## config.mk

```make
export PLATFORM = sky130hd
export DESIGN_NAME = wb_regfile
export DESIGN_NICKNAME = d
export VERILOG_FILES = /design/src/rtl/mips_pkg.sv /design/src/rtl/wb_sel.sv /design/src/rtl/wb_regfile.sv
export SDC_FILE = /design/constraint.sdc
export NUM_CORES = 2
export LEC_CHECK = 0
export CORE_MARGIN = 2
export CORE_UTILIZATION = 42
export DETAILED_ROUTE_END_ITERATION = 7
export SYNTH_ARGS = -nofsm -noshare
export SYNTH_HDL_FRONTEND = slang
export SYNTH_SLANG_ARGS = --single-unit
```

## constraint.sdc

```tcl
create_clock -name clk -period 45.9 [get_ports clk]
set_clock_uncertainty 0.1 [all_clocks]
set_input_delay 9.18 -clock clk [delete_from_list [all_inputs] [get_ports clk]]
set_output_delay 9.18 -clock clk [all_outputs]
set_load 0.005 [all_outputs]
```

## src/rtl/mips_pkg.sv

```systemverilog
// Shared definitions for the MIPS pipeline.
// Holds the datapath and register-index widths and the hard-wired zero register index.
package mips_pkg;

  localparam int DATA_W   = 32;
  localparam int ADDR_W   = 5;
  localparam int REG_ZERO = 0;

endpackage : mips_pkg

```

## src/rtl/wb_sel.sv

```systemverilog
// Write-back value select.
// Picks memory read data for loads and the ALU result for everything else.
// The forwarding unit reuses this mux, so it has no side conditions such as
// a write enable.
// Ports:
//   wm2reg : 1 = take wmo, 0 = take walu
//   walu   : ALU result from MEM/WB
//   wmo    : memory read data from MEM/WB
//   wdi    : selected write-back value (combinational)
module wb_sel
  import mips_pkg::*;
#(
  parameter int DW = mips_pkg::DATA_W
) (
  input  logic          wm2reg,
  input  logic [DW-1:0] walu,
  input  logic [DW-1:0] wmo,
  output logic [DW-1:0] wdi
);

  // Write-back source mux.
  always_comb begin
    wdi = walu;
    if (wm2reg) begin
      wdi = wmo;
    end else begin
      wdi = walu;
    end
  end

endmodule : wb_sel

```

## src/rtl/wb_regfile.sv

```systemverilog
// Write-back stage and general-purpose register file.
// Selects the write-back value, commits it to a 2^ADDR_W x DATA_W flop array,
// and serves two decode read ports. A read that hits the register being
// committed this cycle gets the new value directly (write-through bypass).
// A counter tracks committed writes, with a sticky wrap flag.
// Ports:
//   clk, rst            : clock (rising edge), asynchronous active-high reset
//   wwreg, wm2reg       : MEM/WB write enable and load select
//   walu, wmo, wrn      : MEM/WB ALU result, memory data, destination index
//   rna, rnb / qa, qb   : decode read port indices and data
//   wdi                 : selected write-back value, for the forwarding unit
//   commit_cnt          : number of committed register writes (wraps)
//   commit_ovf          : sticky, set when commit_cnt wraps
module wb_regfile #(
  parameter int DATA_W = mips_pkg::DATA_W,
  parameter int ADDR_W = mips_pkg::ADDR_W,
  parameter int CNT_W  = 32
) (
  input  logic              clk,
  input  logic              rst,
  input  logic              wwreg,
  input  logic              wm2reg,
  input  logic [DATA_W-1:0] walu,
  input  logic [DATA_W-1:0] wmo,
  input  logic [ADDR_W-1:0] wrn,
  input  logic [ADDR_W-1:0] rna,
  input  logic [ADDR_W-1:0] rnb,
  output logic [DATA_W-1:0] qa,
  output logic [DATA_W-1:0] qb,
  output logic [DATA_W-1:0] wdi,
  output logic [CNT_W-1:0]  commit_cnt,
  output logic              commit_ovf
);

  import mips_pkg::*;

  localparam int NREG = 1 << ADDR_W;
  localparam logic [ADDR_W-1:0] ZERO_IDX = ADDR_W'(REG_ZERO);

  logic [DATA_W-1:0] wdi_s;
  logic              commit_s;
  logic [DATA_W-1:0] regs_r [0:NREG-1];
  logic [CNT_W-1:0]  cnt_r;
  logic              ovf_r;

  wb_sel #(
    .DW(DATA_W)
  ) u_wb_sel (
    .wm2reg(wm2reg),
    .walu  (walu),
    .wmo   (wmo),
    .wdi   (wdi_s)
  );

  assign wdi = wdi_s;

  // Writes to the zero register are dropped entirely, including from the count.
  assign commit_s = wwreg && (wrn != ZERO_IDX);

  // Register array. Entry 0 is cleared by reset and never written, so it
  // stays zero and is trimmed by synthesis.
  always_ff @(posedge clk or posedge rst) begin
    if (rst) begin
      for (int i = 0; i < NREG; i++) begin
        regs_r[i] <= {DATA_W{1'b0}};
      end
    end else if (commit_s) begin
      regs_r[wrn] <= wdi_s;
    end
  end

  // Commit counter and sticky wrap flag; the wrap edge is the one that
  // increments from all-ones.
  always_ff @(posedge clk or posedge rst) begin
    if (rst) begin
      cnt_r <= {CNT_W{1'b0}};
      ovf_r <= 1'b0;
    end else if (commit_s) begin
      cnt_r <= cnt_r + CNT_W'(1);
      if (cnt_r == {CNT_W{1'b1}}) begin
        ovf_r <= 1'b1;
      end
    end
  end

  assign commit_cnt = cnt_r;
  assign commit_ovf = ovf_r;

  // Read port A. Reset forces zero so a bypass hit cannot leak wdi while the
  // array is being held clear.
  always_comb begin
    qa = {DATA_W{1'b0}};
    if (rst || (rna == ZERO_IDX)) begin
      qa = {DATA_W{1'b0}};
    end else if (commit_s && (rna == wrn)) begin
      qa = wdi_s;
    end else begin
      qa = regs_r[rna];
    end
  end

  // Read port B, same rules as port A.
  always_comb begin
    qb = {DATA_W{1'b0}};
    if (rst || (rnb == ZERO_IDX)) begin
      qb = {DATA_W{1'b0}};
    end else if (commit_s && (rnb == wrn)) begin
      qb = wdi_s;
    end else begin
      qb = regs_r[rnb];
    end
  end

endmodule : wb_regfile

```

==> results.txt <==
The flow ran to the end, and the final reports show no timing, DRC or antenna violations. Sorting the synthesized cells by area gives the leading types as dfrtp_1 (49%), mux4_2 (22%), o21ai_0 (5.8%), nand2_1 (4.7%), a21oi_1 (4.1%). The clock latency on the worst-skew pair came out at 720 ps. The internal cell power came out at slightly above 0.002 W. The worst hold path depth came out at 0. The cell count after placement is 6248. The combined buffer and inverter count along the critical path is 3.

The worst setup path is captured at an output pin. The type of the most critical hold path is reg2reg. The synthesized netlist cell count is around 4800. The setup check on the worst reg-to-reg path leaves a slack of around 42000 ps.

dfrtp_1 takes more of the synthesized area than any other cell. The total power per unit cell area is 46.4 mW/mm2. The kind of cell with the highest combined delay on the critical path is buffers and inverters. The net switching power came out at 0.000820 W. In this run the worst path has a maximum fanout of 22.

The post-CTS setup-driven buffer insertion count came out at 0. The average wire length per cell after detail routing came out at 28.3 um. The number of antenna violations at the first check in global routing came to 3. The via count is between 40000 and 50000. The met3 usage in global routing came out at about 7.2%. The source of the worst hold timing path is regs_r[1005]. The wire length of the first global-routing pass is roughly 270 mm.

The CTS buffer count is between 100 and 150. The part of the total power dissipated in the clock network is 34.6%. The startpoint class of the critical path is an input port. The total nets after synthesis is roughly 5000.

The share of flip-flops with an asynchronous set or reset is 100%. Walking the worst path, the cells encountered are clkdlybuf4s50_1 > nor3_2 > a21oi_1 > nand4_1 > buf_4 > nor2_1 > a211o_1 > clkdlybuf4s50_1. The endpoint identified for the worst register-to-register timing path is commit_cnt[28].

The count of unique library cells instantiated by Yosys is 46. Setup repair after global routing left no endpoint under its margin. The tightest slew margin relative to the limit came out at between 10% and 20%. The delay of the slowest cell on the worst path came out at 1000 ps. STA puts the critical path data required time at between 30000 and 40000 ps. The critical setup path kind is in2out. The maximum ir drop on the vdd rail is roughly 0.000031 V. The synthesized design contains 0 enable-type register cells. The total routing resource utilization after global routing came out at 28.1%. Once layout is complete, the cells apart from fillers number 6457. The clock tree from TritonCTS is done.

From synthesis to final layout, the design area changed by 13.8%. The flop and latch count out of synthesis came out at between 1000 and 1500. The data arrival time at the worst-slack endpoint is ~14000 ps. The most repeated library cell on the critical path is clkdlybuf4s50_1.

The total length of routed wires came out at between 150 and 200 mm. The top cell type's share of synthesized area came out at 49.2%. The number of antenna-violating nets in the routed design is 0. The clock passes through at most 3 buffers. The net count of the finished layout is between 4000 and 5000. The achievable clock frequency is between 40 and 50 MHz. The number of iterations in the first detailed-routing pass is 5. Combinational logic is responsible for 20.5% of the overall power.

The number of slew-limit violations in the final report came out at 0. For this run, global-route usage on met2 was measured as 42.4%. The number of warning messages in the yosys log came out at 0. The fraction of power spent switching nets is about 29%. Dividing the detail-routed via count by the number of cells gives roughly 6.2.

The die width is between 300 and 400 um. The final core utilization came out at between 40% and 50%. The clock-pin slew on the worst setup and hold paths came out at 60 ps. The final period utilization came out at between 50% and 60%. The slew at the pin closest to its max-slew limit is 1310 ps. In the synthesized netlist the dominant register cell turns out to be dfrtp_1.

The worst register-to-register path begins at commit_cnt[0]. The congestion estimate from routability-driven global placement came to slightly above 0.8. The total DRC errors in the routed layout is 0. The critical-path cell with the highest stage delay is nand4_1. The I/O pin count is roughly 210. The total number of placement rows came out at around 130. Counting every sink on the clock net gives ~1100.

After routing, the total negative slack on setup checks comes to 0 ps. The pin count of the biggest net entering global routing is roughly 160. The number of global-route vias before repair was between 30000 and 40000. The post-synthesis area per instance came out at 11.2 um2. The global routing stage identified its most utilized layer as met2. The first-iteration detailed-routing DRC count is 4503. The overall overflow remaining after global route came out at 0. The die outline area is 0.131 mm2.

The region available for standard cell placement spans between 0.1 and 0.15 mm2. The worst register-to-register path has a depth of 6. The initial core utilization came out at 42.2%. The root buffer cell chosen for the clock tree is clkbuf_16. Setup violations remaining at the end of the flow were counted as 0.

The number of failing hold endpoints at the final stage is 0. Across the run, the number of max-cap violations was 0. The count of buffers inserted at the top-level ports came out at 211. Global routing consumed, on the met1 layer, between 30% and 40% of the routing resources. The y dimension of the die is 362 um. The part of the power in registers is around 45%. Detailed placement ended at an HPWL of 104 mm. The static leakage power is about 26 nW. After clock tree synthesis, the flow added hold-fix buffers numbering 0.

The number of instances resized during post-cts repair came out at 0. The minimum period implied by the final worst setup slack is approximately 23000 ps. The fraction of layout cells with a size suffix above 1 is between 10% and 20%. The number of H-tree levels is 3. The synthesized cell area came out at about 0.054 mm2. The sequential cell area fraction in the yosys report came out at 49.2%. The number of diodes added for antenna fixing came out at 0.

For hold timing, the worst endpoint is regs_r[1005].
## Yosys cell counts, types with 8 or more instances
| library cell | count |
|---|---|
| dfrtp_1 | 1057 |
| nand2_1 | 672 |
| o21ai_0 | 627 |
| mux4_2 | 534 |
| nor2_1 | 455 |
| a21oi_1 | 437 |
| clkbuf_1 | 385 |
| o22ai_1 | 106 |
| buf_2 | 86 |
| a22oi_1 | 64 |
| mux2i_1 | 63 |
| inv_1 | 41 |
| a211o_1 | 31 |
| xor2_1 | 27 |
| buf_1 | 26 |
| nor4_1 | 23 |
| a211oi_1 | 22 |
| xnor2_1 | 14 |
| mux2_2 | 12 |
| nor2b_1 | 12 |
| nand3_1 | 11 |
| nor3_1 | 10 |
| buf_4 | 8 |
| buf_6 | 8 |
| nand4_1 | 8 |
## cell usage in the layout, fill, tap and decap left out, types with 3 or more instances in the layout
cell type        instances
a21oi_1                437
nand2_4                 15
nand3b_1                 7
inv_1                   40
mux2_2                  12
nor2_4                  13
nor4_1                  23
a22oi_1                 64
and3_1                   6
a211oi_1                20
xor2_1                  27
nor3_1                  10
clkdlybuf4s50_1        202
mux2i_4                 18
clkbuf_8                27
nor2_1                 442
nand3_1                 10
nor2b_1                  9
clkbuf_16              116
bufinv_16               15
buf_4                  107
mux2i_2                 14
a211o_1                 31
o21ai_0                627
clkbuf_1                22
or3b_2                   3
nand2_1                657
nand4_1                  8
mux4_2                 534
o22ai_1                106
buf_8                    4
nor3b_1                  4
clkinv_2                20
nand4b_1                 3
xnor2_1                 14
mux2i_1                 31
dfrtp_1               1057
clkinvlp_4               5
## logic make-up (layout without fill, tap and decap cells)
family | after synthesis | after routing | synth area share (%)
mux | 609 | 609 | 23.8
flops | 1057 | 1057 | 49.2
fa+ha+maj | 1 | 1 | 0.0233
compound gates | 1297 | 1297 | 13.0
buf+inv | 554 | 566 | 4.24
simple gates | 1224 | 1224 | 9.03
xor+xnor | 41 | 41 | 0.668
## registers in the layout (all words and copies together), names as in the netlist
name and count:
commit_ovf 1, regs_r 1024, commit_cnt 32
## metrics by stage
stage / total power (W) / cell area (um2) / setup WS (ps) / hold slack, ps
after global routing: 0.00297 / 61200 / 22790 / 305
after floorplan: 0.00167 / 53700 / 2600 / 341
after global placement: 0.00184 / 57200 / 23120 / 277
final: 0.00284 / 61200 / 22910 / 294
after detailed placement: 0.00186 / 57200 / 23070 / 283
after CTS: 0.00285 / 61200 / 23060 / 296
## layer usage
metal / share of wire (%) / up-vias / wire, um
li1: - / 17192 / -
met1: 41 / 20674 / 75800
met2: 45 / 1955 / 82600
met3: 10 / 361 / 18500
met5: 0.018 / - / 33
met4: 3.3 / 6 / 6020
## how the worst max path moves through the flow
stage	start	slack, ps	cells after the start	endpoint
after detailed placement	wrn[2]	23070	8	qa[11]
after floorplan	rst	2600	6	qb[10]
after global placement	rna[0]	23120	7	qa[11]
after global routing	wrn[3]	22790	8	qa[11]
final	wrn[3]	22910	8	qa[11]
after CTS	rna[0]	23060	7	qa[11]
## final cells by class
| class | count | area (um2) |
|---|---|---|
| Fill cell | 11379 | 66000 |
| Sequential cell | 1057 | 26500 |
| Multi-Input combinational cell | 3172 | 25600 |
| Clock buffer | 165 | 3360 |
| Timing Repair Buffer | 316 | 2930 |
| Tap cell | 1662 | 2080 |
| Clock inverter | 44 | 631 |
| Inverter | 41 | 161 |
## power by group through the flow
stage | clock [W] | sequential, W | combinational, W
after floorplan | 0 | 0.00124 | 0.000431
after global placement | 0 | 0.00127 | 0.000565
after detailed placement | 0 | 0.00128 | 0.000579
after CTS | 0.000999 | 0.00127 | 0.000581
after global routing | 0.00104 | 0.00130 | 0.000638
final | 0.000984 | 0.00128 | 0.000581
## worst register-to-register path: cells and delay by family, from the launching register on
kind            cells  cell delay [ps]
flops               1              720
compound gates      1             1000
simple gates        2             1090
fa+ha+maj           1              260
xor+xnor            1              160
buf+inv             1               60
No activity file was read; power rests on OpenSTA's default activity.
